[src/rtl/conv_pkg.sv]
// Shared definitions for the GEMM stage: FSM state encoding and
// helpers that derive the matrix dimensions and counter widths.
`default_nettype none

package conv_pkg;

    typedef enum logic [2:0] {
        ST_IDLE   = 3'd0,
        ST_LOAD_W = 3'd1,
        ST_MAC    = 3'd2,
        ST_WRITE  = 3'd3,
        ST_DONE   = 3'd4
    } state_t;

    function automatic int calc_m(input int img_h, input int img_w);
        return img_h * img_w;
    endfunction

    function automatic int calc_k(input int filter_size, input int img_c);
        return filter_size * filter_size * img_c;
    endfunction

    function automatic int calc_n(input int out_c);
        return out_c;
    endfunction

    // Counters must be able to hold the value equal to their bound.
    function automatic int cnt_width(input int max_val);
        return (max_val < 1) ? 1 : $clog2(max_val + 1);
    endfunction

endpackage

`default_nettype wire

[src/rtl/mac_unit.sv]
// Signed multiply-accumulate register with synchronous clear and enable.
// sum is the accumulator's next value, available in the same cycle.
`default_nettype none

module mac_unit #(
    parameter int DATA_WIDTH = 8,
    parameter int OUT_WIDTH  = 32
) (
    input  logic                         clk,
    input  logic                         rst_n,
    input  logic                         clr,
    input  logic                         en,
    input  logic signed [DATA_WIDTH-1:0] a,
    input  logic signed [DATA_WIDTH-1:0] b,
    output logic signed [OUT_WIDTH-1:0]  sum
);

    logic signed [2*DATA_WIDTH-1:0] prod;
    logic signed [OUT_WIDTH-1:0]    acc;

    always_comb begin
        prod = a * b;
        sum  = acc + {{(OUT_WIDTH-2*DATA_WIDTH){prod[2*DATA_WIDTH-1]}}, prod};
    end

    always_ff @(posedge clk or negedge rst_n) begin
        if (!rst_n) begin
            acc <= '0;
        end else if (clr) begin
            acc <= '0;
        end else if (en) begin
            acc <= sum;
        end
    end

endmodule

`default_nettype wire

[src/rtl/conv_gemm.sv]
// Y = X * W over a shared memory: one MAC per cycle, one read and one
// write port. Weights for each output channel are cached in wbuf.
`default_nettype none

module conv_gemm
    import conv_pkg::*;
#(
    parameter int              IMG_C       = 1,
    parameter int              IMG_W       = 8,
    parameter int              IMG_H       = 8,
    parameter int              FILTER_SIZE = 3,
    parameter int              OUT_C       = 2,
    parameter int              DATA_WIDTH  = 8,
    parameter int              OUT_WIDTH   = 32,
    parameter int              ADDR_WIDTH  = 32,
    parameter logic [31:0]     IM2COL_BASE = 32'h2000,
    parameter logic [31:0]     WEIGHT_BASE = 32'h4000,
    parameter logic [31:0]     OUTPUT_BASE = 32'h6000
) (
    input  logic                  clk,
    input  logic                  rst_n,
    input  logic                  start,
    input  logic [DATA_WIDTH-1:0] data_rd,
    output logic [ADDR_WIDTH-1:0] addr_rd,
    output logic [ADDR_WIDTH-1:0] addr_wr,
    output logic [OUT_WIDTH-1:0]  data_wr,
    output logic                  mem_wr_en,
    output logic                  done
);

    localparam int M  = calc_m(IMG_H, IMG_W);
    localparam int K  = calc_k(FILTER_SIZE, IMG_C);
    localparam int N  = calc_n(OUT_C);
    localparam int MW = cnt_width(M);
    localparam int KW = cnt_width(K);
    localparam int NW = cnt_width(N);

    localparam logic [MW-1:0] M_LAST = MW'(M - 1);
    localparam logic [KW-1:0] K_LAST = KW'(K);
    localparam logic [KW-1:0] K_PRE  = KW'(K - 1);
    localparam logic [NW-1:0] N_LAST = NW'(N - 1);

    function automatic logic [ADDR_WIDTH-1:0] w_addr(input logic [NW-1:0] nn,
                                                     input logic [KW-1:0] kk);
        return ADDR_WIDTH'(WEIGHT_BASE) + ADDR_WIDTH'(nn) * ADDR_WIDTH'(K) + ADDR_WIDTH'(kk);
    endfunction

    function automatic logic [ADDR_WIDTH-1:0] x_addr(input logic [KW-1:0] kk,
                                                     input logic [MW-1:0] mm);
        return ADDR_WIDTH'(IM2COL_BASE) + ADDR_WIDTH'(kk) * ADDR_WIDTH'(M) + ADDR_WIDTH'(mm);
    endfunction

    function automatic logic [ADDR_WIDTH-1:0] y_addr(input logic [NW-1:0] nn,
                                                     input logic [MW-1:0] mm);
        return ADDR_WIDTH'(OUTPUT_BASE) + ADDR_WIDTH'(nn) * ADDR_WIDTH'(M) + ADDR_WIDTH'(mm);
    endfunction

    state_t                        state;
    logic [MW-1:0]                 m;
    logic [KW-1:0]                 k;
    logic [NW-1:0]                 n;
    logic signed [DATA_WIDTH-1:0]  wbuf [K];
    logic [KW-1:0]                 widx;
    logic                          mac_clr;
    logic                          mac_en;
    logic signed [OUT_WIDTH-1:0]   mac_sum;

    // Read data lags the address by one cycle, so slot k consumes word k-1.
    always_comb begin
        widx    = (k == '0) ? '0 : k - 1'b1;
        mac_clr = (state == ST_MAC) && (k == '0);
        mac_en  = (state == ST_MAC) && (k != '0);
    end

    always_ff @(posedge clk) begin
        if (state == ST_LOAD_W && k != '0) begin
            wbuf[widx] <= data_rd;
        end
    end

    mac_unit #(
        .DATA_WIDTH (DATA_WIDTH),
        .OUT_WIDTH  (OUT_WIDTH)
    ) u_mac (
        .clk   (clk),
        .rst_n (rst_n),
        .clr   (mac_clr),
        .en    (mac_en),
        .a     ($signed(data_rd)),
        .b     (wbuf[widx]),
        .sum   (mac_sum)
    );

    // addr_rd is loaded one step ahead so the address for count k is
    // already on the port while k is current.
    always_ff @(posedge clk or negedge rst_n) begin
        if (!rst_n) begin
            state     <= ST_IDLE;
            m         <= '0;
            k         <= '0;
            n         <= '0;
            addr_rd   <= '0;
            addr_wr   <= '0;
            data_wr   <= '0;
            mem_wr_en <= 1'b0;
            done      <= 1'b0;
        end else begin
            case (state)
                ST_IDLE, ST_DONE: begin
                    if (start) begin
                        state   <= ST_LOAD_W;
                        m       <= '0;
                        k       <= '0;
                        n       <= '0;
                        done    <= 1'b0;
                        addr_rd <= w_addr('0, '0);
                    end
                end
                ST_LOAD_W: begin
                    if (k == K_LAST) begin
                        state   <= ST_MAC;
                        k       <= '0;
                        addr_rd <= x_addr('0, m);
                    end else begin
                        k <= k + 1'b1;
                        if (k < K_PRE) addr_rd <= w_addr(n, k + 1'b1);
                    end
                end
                ST_MAC: begin
                    if (k == K_LAST) begin
                        state     <= ST_WRITE;
                        k         <= '0;
                        mem_wr_en <= 1'b1;
                        addr_wr   <= y_addr(n, m);
                        data_wr   <= mac_sum;
                    end else begin
                        k <= k + 1'b1;
                        if (k < K_PRE) addr_rd <= x_addr(k + 1'b1, m);
                    end
                end
                ST_WRITE: begin
                    mem_wr_en <= 1'b0;
                    if (m != M_LAST) begin
                        m       <= m + 1'b1;
                        state   <= ST_MAC;
                        addr_rd <= x_addr('0, m + 1'b1);
                    end else if (n != N_LAST) begin
                        m       <= '0;
                        n       <= n + 1'b1;
                        state   <= ST_LOAD_W;
                        addr_rd <= w_addr(n + 1'b1, '0);
                    end else begin
                        state <= ST_DONE;
                        done  <= 1'b1;
                    end
                end
                default: state <= ST_IDLE;
            endcase
        end
    end

endmodule

`default_nettype wire
[config.mk]
export PLATFORM = sky130hd
export DESIGN_NAME = conv_gemm
export DESIGN_NICKNAME = d
export VERILOG_FILES = /design/src/rtl/conv_pkg.sv /design/src/rtl/mac_unit.sv /design/src/rtl/conv_gemm.sv
export SDC_FILE = /design/constraint.sdc
export NUM_CORES = 1
export LEC_CHECK = 0
export ABC_AREA = 1
export CORE_MARGIN = 2
export CORE_UTILIZATION = 50
export DETAILED_ROUTE_END_ITERATION = 6
export PLACE_DENSITY = 0.73
export SETUP_SLACK_MARGIN = 0.5
export SYNTH_ARGS = -nofsm -noshare
export SYNTH_HDL_FRONTEND = slang
export SYNTH_SLANG_ARGS = --single-unit
[constraint.sdc]
create_clock -name clk -period 7 [get_ports clk]
set_input_delay 1.4 -clock clk [delete_from_list [all_inputs] [get_ports clk]]
set_output_delay 1.4 -clock clk [all_outputs]
set_load 0.02 [all_outputs]
==> metrics.txt <==
Non-Filler Instances between 2,000 and 2,500; share of post-route cells with drive strength above 1 0.367; # setup viols final 0; unrepaired setup endpoints after global routing true; Die Ht around 160 um; crit path kind flip-flop to flip-flop; Fmax about 140 MHz; dominant cell type by area after synthesis dfrtp_1; Critical Path AT about 7.3 ns; clk slew on worst S/H paths 0.08 ns; GRT overflow 0; Vias 11,899; synth top area cells dfrtp_1, edfxtp_1, nand2_1, fa_1, ha_1; Worst EP required between 7 and 8 ns; H-tree level count 4; Total GRT Usage 0.281; vias in the first global route about 11,000; number of enable flip-flop cells after synthesis between 70 and 80; final hold vios 0; Clock Latency Late Sink 0.46 ns; CTS sink cnt between 150 and 200; total CTS buffers 17; ys flop type dfrtp_1; Yosys top cell area share 0.209; Die Span X 163 um; crit path time final around 7.0 ns; Post-DRT Antenna Nets 0; CTS Buffer Depth 2; ANT cells 0; hold crit path type flip-flop to flip-flop; Max Slew Vio Count 0; final hold slack around 0.48 ns; final wirelength a little over 40 mm; dominant cell by count in the synthesized netlist nand2_1; headroom to the max-slew limit 0.149; num rows 58; synth-to-layout area growth 44.9%; Syn Inst Count 1,470; port buffer count 68; initial antenna violation count 0; Least-Margin Pin Slew 1.27 ns; Placed Cells 2,003; core region area 24,900 um2; drt first-iter violations between 1,000 and 1,500; routed len/inst around 19 um; Final Wtd Congestion about 0.97; Worst setup SP type flip-flop; drt drc 0; first-pass GRT wire length between 50 and 60 mm; Layout Nets around 1,900; Post-synth top cells nand2_1, inv_1, nor2_1, dfrtp_1, nand3_1; Mapped Area about 13,000 um2; Vias/cell ~5.6; max incr delay on CP between 0.5 and 0.6 ns; skew final a little under 0.03 ns; die area ~26,000 um2; status complete, no violations; Period Utilization, post-route 0.994; slowest CP cell fa_1; largest net degree at the start of global routing 65; Setup crit end kind flip-flop; Async S/R FF share, synth 0.593; Initial Util 0.505; Cell variety after synth 55; router iterations before antenna repair 5; CTS tree yes; count of yosys warnings during synthesis 0; sequential area share after synthesis 0.381; post-DP HPWL ~25 mm; Max Fanout on Critical Path 8; Avg Cell Area, Syn roughly 8.5 um2; flops & latches, synth between 150 and 200; clock root cell clkbuf_16; # Max-Cap Violations 0; I/O pin total ~110; Hold Buf Count CTS 0
==> registers in the layout, indices dropped and copies added, names as in the netlist <==
register	flops
addr_wr	10
k	4
m	7
data_wr	32
u_mac.acc	32
state	3
mem_wr_en	1
wbuf	72
addr_rd	13
done	1
n	2
==> metal layers <==
metal,track usage,routed length [um]
met1,0.386,16300
met2,0.459,19900
met3,0.0463,3230
met4,0.0889,1470
met5,0,0
==> through the flow <==
stage	util	setup TNS, ns	cell area (um2)	setup WS (ns)
floorplan	-	0	13100	0.498
global placement	0.604	-16.96	15000	-0.673
detailed placement	0.604	-16.76	15000	-0.629
CTS	0.689	0	17200	0.258
global route	0.732	-3.83	18200	-0.209
finish	0.732	0	18200	0.0432
==> logic make-up (layout without fill, tap and decap cells) <==
| family | Yosys count | after routing | synth area share |
|---|---|---|---|
| AND/OR/NAND/NOR | 658 | 659 | 0.234 |
| other | 1 | 40 | 0.000298 |
| buffers and inverters | 280 | 552 | 0.0994 |
| flip-flops | 177 | 177 | 0.381 |
| adder cells (fa/ha/maj) | 136 | 136 | 0.170 |
| XOR/XNOR | 27 | 27 | 0.0188 |
| AO/OA/AOI/OAI | 191 | 191 | 0.0958 |
==> final timing paths <==
path | from | endpoint | slack (ns) | depth (start not counted)
min in group asynchronous | rst_n | data_wr[26] | 0.93 | 1
max in group asynchronous | rst_n | data_wr[5] | 4.78 | 2
worst max-delay path | k[0] | u_mac.acc[21] | 0.04 | 35
worst min register to register | data_wr[25] | data_wr[25] | 0.48 | 2
worst max register to register | k[0] | u_mac.acc[21] | 0.04 | 35
worst min-delay path | data_wr[25] | data_wr[25] | 0.48 | 2
==> cells in the final DEF, fill, tap and decap left out, drive strengths merged, types with 2 or more instances in the layout <==
master	instances
a21boi	4
a21o	5
a21oi	57
a22oi	3
a31oi	5
a32o	8
buf	236
clkbuf	19
clkdlybuf4s50	66
clkinv	4
conb	40
dfrtp	105
edfxtp	72
fa	58
ha	78
inv	225
nand2	342
nand3	114
nand3b	7
nand4	28
nor2	133
nor3	16
o2111ai	10
o21a	3
o21ai	78
o21bai	6
o221ai	2
o22ai	2
o31ai	4
or2	18
xnor2	11
xor2	16
==> timing repair <==
item,4_1_cts,5_1_grt
pin swaps,114,138
cloned,3,2
setup buffers,48,24
resized for setup,262,198
endpoints found under the setup margin,44,46
==> cell type report <==
| class | count | area [um2] |
|---|---|---|
| multi-input cells | 1053 | 8740 |
| fillers | 1629 | 6680 |
| flip-flops and latches | 177 | 4790 |
| repair buffers | 305 | 2800 |
| inverters | 215 | 832 |
| clock buffers | 17 | 425 |
| well taps | 330 | 413 |
| clock inverters | 15 | 215 |
==> critical path: cells and delay by family, from the launching register on <==
kind,cells,cell delay [ns]
compound gates,6,0.97
xor+xnor,1,0.20
fa+ha+maj,7,2.81
buf+inv,10,1.12
flops,1,0.41
simple gates,11,1.30
Power is left out: the tool's default activity adds up to more than one toggle a clock period on the data nets, which glitch-free logic cannot reach.
==> RTL change 1: new RTL, same flow settings <==
Put one more register stage on the output `addr_wr`. The value now appears one clock later. The other outputs are not delayed to match.
--- a/src/rtl/conv_gemm.sv
+++ b/src/rtl/conv_gemm.sv
@@ -41,2 +41,4 @@
     localparam logic [NW-1:0] N_LAST = NW'(N - 1);
+
+    logic [ADDR_WIDTH-1:0] addr_wr_s0;
 
@@ -102,3 +104,3 @@
             addr_rd   <= '0;
-            addr_wr   <= '0;
+            addr_wr_s0 <= '0;
             data_wr   <= '0;
@@ -133,3 +135,3 @@
                         mem_wr_en <= 1'b1;
-                        addr_wr   <= y_addr(n, m);
+                        addr_wr_s0 <= y_addr(n, m);
                         data_wr   <= mac_sum;
@@ -161,2 +163,6 @@
 
+    always_ff @(posedge clk) begin
+        addr_wr <= addr_wr_s0;
+    end
+
 endmodule
Function: no difference found for any inputs over 4 cycles, from zero or initial values and one cycle with rst_n low; that may be too few to reach the edited logic, so the function may still have changed.
==> RTL change 1 against the unedited design <==
  * Highest routed layer unchanged
  * Worst setup slack better by 71 ps
  * Cell area down 4.2%
  * Routed wire length decreased by 8.9%
  * Sequential share of layout area rose by 2.3 points
  * Area after synthesis is 1.8% higher
  * Via count decreased by 1.7%
  * Sequential cell count is 10 higher
Power is not shown: default switching activity piles up to over one toggle a cycle in this logic, so the estimate is an artifact.
==> RTL change 1: results (changes against the unedited design) <==
In the synthesized netlist, the cells that appear most often are sky130_fd_sc_hd__nand2_1, sky130_fd_sc_hd__inv_1, sky130_fd_sc_hd__nor2_1, sky130_fd_sc_hd__dfrtp_1, sky130_fd_sc_hd__nand3_1. The number of port buffers came out at 68 (unchanged). The area share of fa/ha/maj cells after synthesis came out at 0.167 (-0.00299). The cell sitting at the root of the clock tree is a sky130_fd_sc_hd__clkbuf_16. The largest fanout of any net on the critical path is 5 (-3).

The fraction of post-synthesis cell area in the top cell type by area is 0.205 (-0.00368). The post-synthesis average cell area came out at 8.31 um^2 (-2.8%). The deepest clock path buffer count is 2 (unchanged). The number of instances in the placed design came out at 2046 (+2.1%). The share of layout cells above drive strength 1 came to 0.308 (-0.0589). The highest achievable clock rate came out at 145 MHz (+1.0%). The antenna diode count came out at 0 (unchanged). In the post-synthesis netlist, the biggest area contributors are sky130_fd_sc_hd__dfrtp_1, sky130_fd_sc_hd__edfxtp_1, sky130_fd_sc_hd__nand2_1, sky130_fd_sc_hd__fa_1, sky130_fd_sc_hd__ha_1. The reg-to-reg critical path startpoint is k[1]. After clock tree synthesis, the clock-pin slew on the worst setup and hold paths is 90 ps. The run finished with clean final reports. The logic depth of the worst register-to-register path came out at 41 (+17%). The most critical setup path has its endpoint at data_wr[23]. The fraction of synthesized cell area in xor and xnor cells is 0.0192 (+0.000353). The last weighted congestion value of the routability-driven placer came out at 0.989 (+1.7%).

The total routing usage reported by global routing came out at 0.272 (-0.00928). The routed via count divided by cell count is 5.46 (-3.0%). The estimated wirelength of the detail-placed design is 24500 um (-0.67%).

The routed wirelength normalized by instance count is 17.4 um (-10%). The sequential cell area fraction in the yosys report is 0.390 (+0.00894). The number of filler instances in the final layout is 1825 (+12%).

The largest clock skew in the final design is 17.4 ps (-12.1 ps). The detailed router's first-iteration violation count came to 1016 (-2.1%). The number of global-route vias before repair is 11500 (+1.7%). The worst slack at placement is -494 ps (+135 ps). The post-route non-filler standard cell count came out at 2141 (+1.4%). The fraction of the mapped netlist area in compound gates is 0.0781 (-0.0177). The share of the core filled with cells in the final layout came out at 0.693 (-0.0390). The number of distinct standard cells referenced by the synthesized netlist came out at 51 (-7.3%). The data arrival time of the critical path came out at 7230 ps (-60 ps). The largest net degree at the start of global routing is 57 (-12%). The endpoint identified for the worst register-to-register timing path is data_wr[23].

The critical path starts at k[1]. The largest stage delay on the critical path came out at 540 ps (-20 ps). The setup slack of the most critical reg-to-reg path is 110 ps (+70 ps).

The first-pass GRT wire length came out at 57500 um (-1.6%). The relative slew slack is 0.339 (+0.189). The detailed-router iteration count before antenna repair came to 5 (unchanged).

The number of nets in the layout is 1945 (+1.5%). The fraction of registers with async set or reset after synthesis is 0.561 (-0.0317).
## RTL change 1: area by class of cell
cell class	count	area share
multi-input cells	1099	0.465
flip-flops and latches	187	0.286
repair buffers	268	0.139
inverters	225	0.0506
clock buffers	17	0.0244
well taps	330	0.0237
clock inverters	15	0.0113
## RTL change 1: metal layers
metal | vias to the layer above | global-route usage | part of all wire
met2 | 531 | 0.462 | 0.50
met3 | 111 | 0.0376 | 0.062
met4 | 0 | 0.0989 | 0.031
li1 | 5381 | - | -
met5 | - | 0 | 0
met1 | 5674 | 0.356 | 0.41
## RTL change 1: what timing repair did
item                                    CTS  global route
gates resized for setup                 209           138
setup buffers                            42            16
gates cloned                              5             0
endpoints found under the setup margin   46            48
pin swaps                               123           100
## RTL change 1: per-stage QoR
step	area [um^2]	hold WS, ps
after floorplan	13200	340
after global placement	14900	354
after detailed placement	14900	354
after CTS	16800	370
after global routing	17400	380
final	17400	370
## RTL change 1: worst min-delay path by stage
stage	from	endpoint	slack, ps	cells after the start
after floorplan	addr_wr_s0[14]	addr_wr[14]	340	0
after global placement	addr_wr_s0[14]	addr_wr[14]	350	0
after detailed placement	addr_wr_s0[14]	addr_wr[14]	350	0
after CTS	addr_wr_s0[6]	addr_wr[6]	370	0
after global routing	addr_wr_s0[6]	addr_wr[6]	380	0
final	addr_wr_s0[6]	addr_wr[6]	370	0
## RTL change 1: cells by family after synthesis
group,after synthesis
AND/OR/NAND/NOR,722
buffers and inverters,294
flip-flops,187
AO/OA/AOI/OAI,171
adder cells (fa/ha/maj),136
XOR/XNOR,28
other,1
## RTL change 1: critical path, delay by kind of cell (launching register included)
kind            cells  cell delay (ps)
xor+xnor            1              180
simple gates       17             1660
buf+inv            11             1030
compound gates      5              700
flops               1              410
fa+ha+maj           7             2790
==> RTL change 2: new RTL, same flow settings <==
Made on the original files. Set the parameter `IMG_W` to 9 (it was 8).
--- a/src/rtl/conv_gemm.sv
+++ b/src/rtl/conv_gemm.sv
@@ -8,3 +8,3 @@
     parameter int              IMG_C       = 1,
-    parameter int              IMG_W       = 8,
+    parameter int              IMG_W       = 9,
     parameter int              IMG_H       = 8,
Formal check against the unedited RTL: no difference found for any inputs over 4 cycles, from zero or initial values and one cycle with rst_n low; that may be too few to reach the edited logic, so the function may still have changed.
==> RTL change 2 against the unedited design <==
  * The run now ends with DRC, setup timing left
  * Routed wire length is 5.5% higher
  * Global-route usage is 0.95 points higher
  * Die area is 1.5% higher
  * Critical path depth is 3 higher
  * Maximum frequency is 1.9% lower
  * Critical endpoint is now u_mac.acc[23]
  * Count of clock-buffer cells in the layout stayed put
  * First-iteration DRC count is 24% higher
  * Critical path type unchanged
  * Sequential share of layout area is 0.35 points higher
  * Area after synthesis is 1.5% higher
  * Highest routed layer unchanged
  * Worst setup slack worse by 140 ps
  * Cell area is 0.79% lower
  * Sequential cell count is 1 higher
Power is not shown: default switching activity piles up to over one toggle a cycle in this logic, so the estimate is an artifact.
==> RTL change 2: results (changes against the unedited design) <==
The routed via count divided by cell count is 5.70 (+1.1%). The number of port buffers came to 69 (+1.5%). The number of instances in the placed design was 2056 (+2.6%). The hold-critical path endpoint is data_wr[26]. The largest net degree at the start of global routing is 63 (-3.1%). The sequential cell area fraction in the yosys report is 0.378 (-0.00365). The data arrival time of the critical path is 7430 ps (+140 ps). The post-route non-filler standard cell count came out at 2193 (+3.8%). The final reports fail on DRC, setup timing.

The post-CTS setup repair buffer count came out at 68 (+42%). The last weighted congestion value of the routability-driven placer was 0.917 (-5.8%). The setup violation total in the final timing report is 21 (+21). The number of global-route vias before repair came to 11900 (+4.9%). The fraction of registers with async set or reset after synthesis came to 0.596 (+0.00229). The share of layout cells above drive strength 1 is 0.333 (-0.0342). The estimated wirelength of the detail-placed design came out at 25500 um (+3.5%). The detailed-router iteration count before antenna repair is 7 (+2).

The logic depth of the worst register-to-register path was 38 (+8.6%). The number of nets in the layout is 2004 (+4.6%). The commonest cells after synthesis are sky130_fd_sc_hd__nand2_1, sky130_fd_sc_hd__inv_1, sky130_fd_sc_hd__nor2_1, sky130_fd_sc_hd__nand3_1, sky130_fd_sc_hd__dfrtp_1. The number of distinct standard cells referenced by the synthesized netlist is 42 (-24%). The first-pass GRT wire length came out at 61000 um (+4.5%). The number of remaining DRC errors came to 5 (+5).

The setup slack after layout came to -93.1 ps (-136 ps). The flow ran to the end, but the final reports show violations. The largest fanout of any net on the critical path is 6 (-2). The startpoint of the tightest hold check path is data_wr[26]. The total routing usage reported by global routing is 0.291 (+0.00954).
==> RTL change 2: cell types whose count changed after synthesis, sizes merged, moves of 3 or more <==
cell / change
nand3: +11
xnor2: +8
nor2: +13
nor3: +4
a22oi: -3
xor2: -5
o21ai: +12
nand2: +19
ha: +5
==> RTL change 2: worst max path at each step <==
stage,start,depth (start not counted),to
after detailed placement,data_rd[7],29,data_wr[20]
after CTS,k[1],41,data_wr[31]
after global routing,k[1],38,data_wr[30]
final,k[1],38,u_mac.acc[23]
after floorplan,k[0],38,data_wr[26]
after global placement,data_rd[2],30,data_wr[20]
==> RTL change 2: final cells by class <==
| cell class | count | area share |
|---|---|---|
| Multi-Input combinational cell | 1111 | 0.468 |
| Sequential cell | 178 | 0.267 |
| Timing Repair Buffer | 324 | 0.158 |
| Inverter | 213 | 0.0473 |
| Clock buffer | 17 | 0.0235 |
| Tap cell | 330 | 0.0229 |
| Clock inverter | 15 | 0.00962 |
| Timing Repair inverter | 5 | 0.00471 |
==> RTL change 2: per-layer routing <==
layer,global-route usage,wire [um],vias to the layer above
li1,-,-,5583
met1,0.396,17300,6083
met2,0.469,20600,687
met3,0.0535,3690,138
met4,0.100,1560,0
met5,0,0,-
==> RTL change 2: worst max-delay path: cells and delay by family, from the launching register on <==
family | cells | cell delay [ps]
adders and majority gates | 7 | 2800
AOI/OAI and AO/OA | 8 | 1210
and+or+nand+nor | 11 | 1200
buffers and inverters | 11 | 1180
DFF | 1 | 450
xor gates and xnor gates | 1 | 170
==> RTL change 2: logic make-up after synthesis <==
kind of cell,count (synthesis),share of synthesized area
xor gates and xnor gates,30,0.0206
other,1,0.000294
and+or+nand+nor,700,0.235
buffers and inverters,279,0.0977
DFF,178,0.378
AOI/OAI and AO/OA,197,0.0928
adders and majority gates,143,0.176
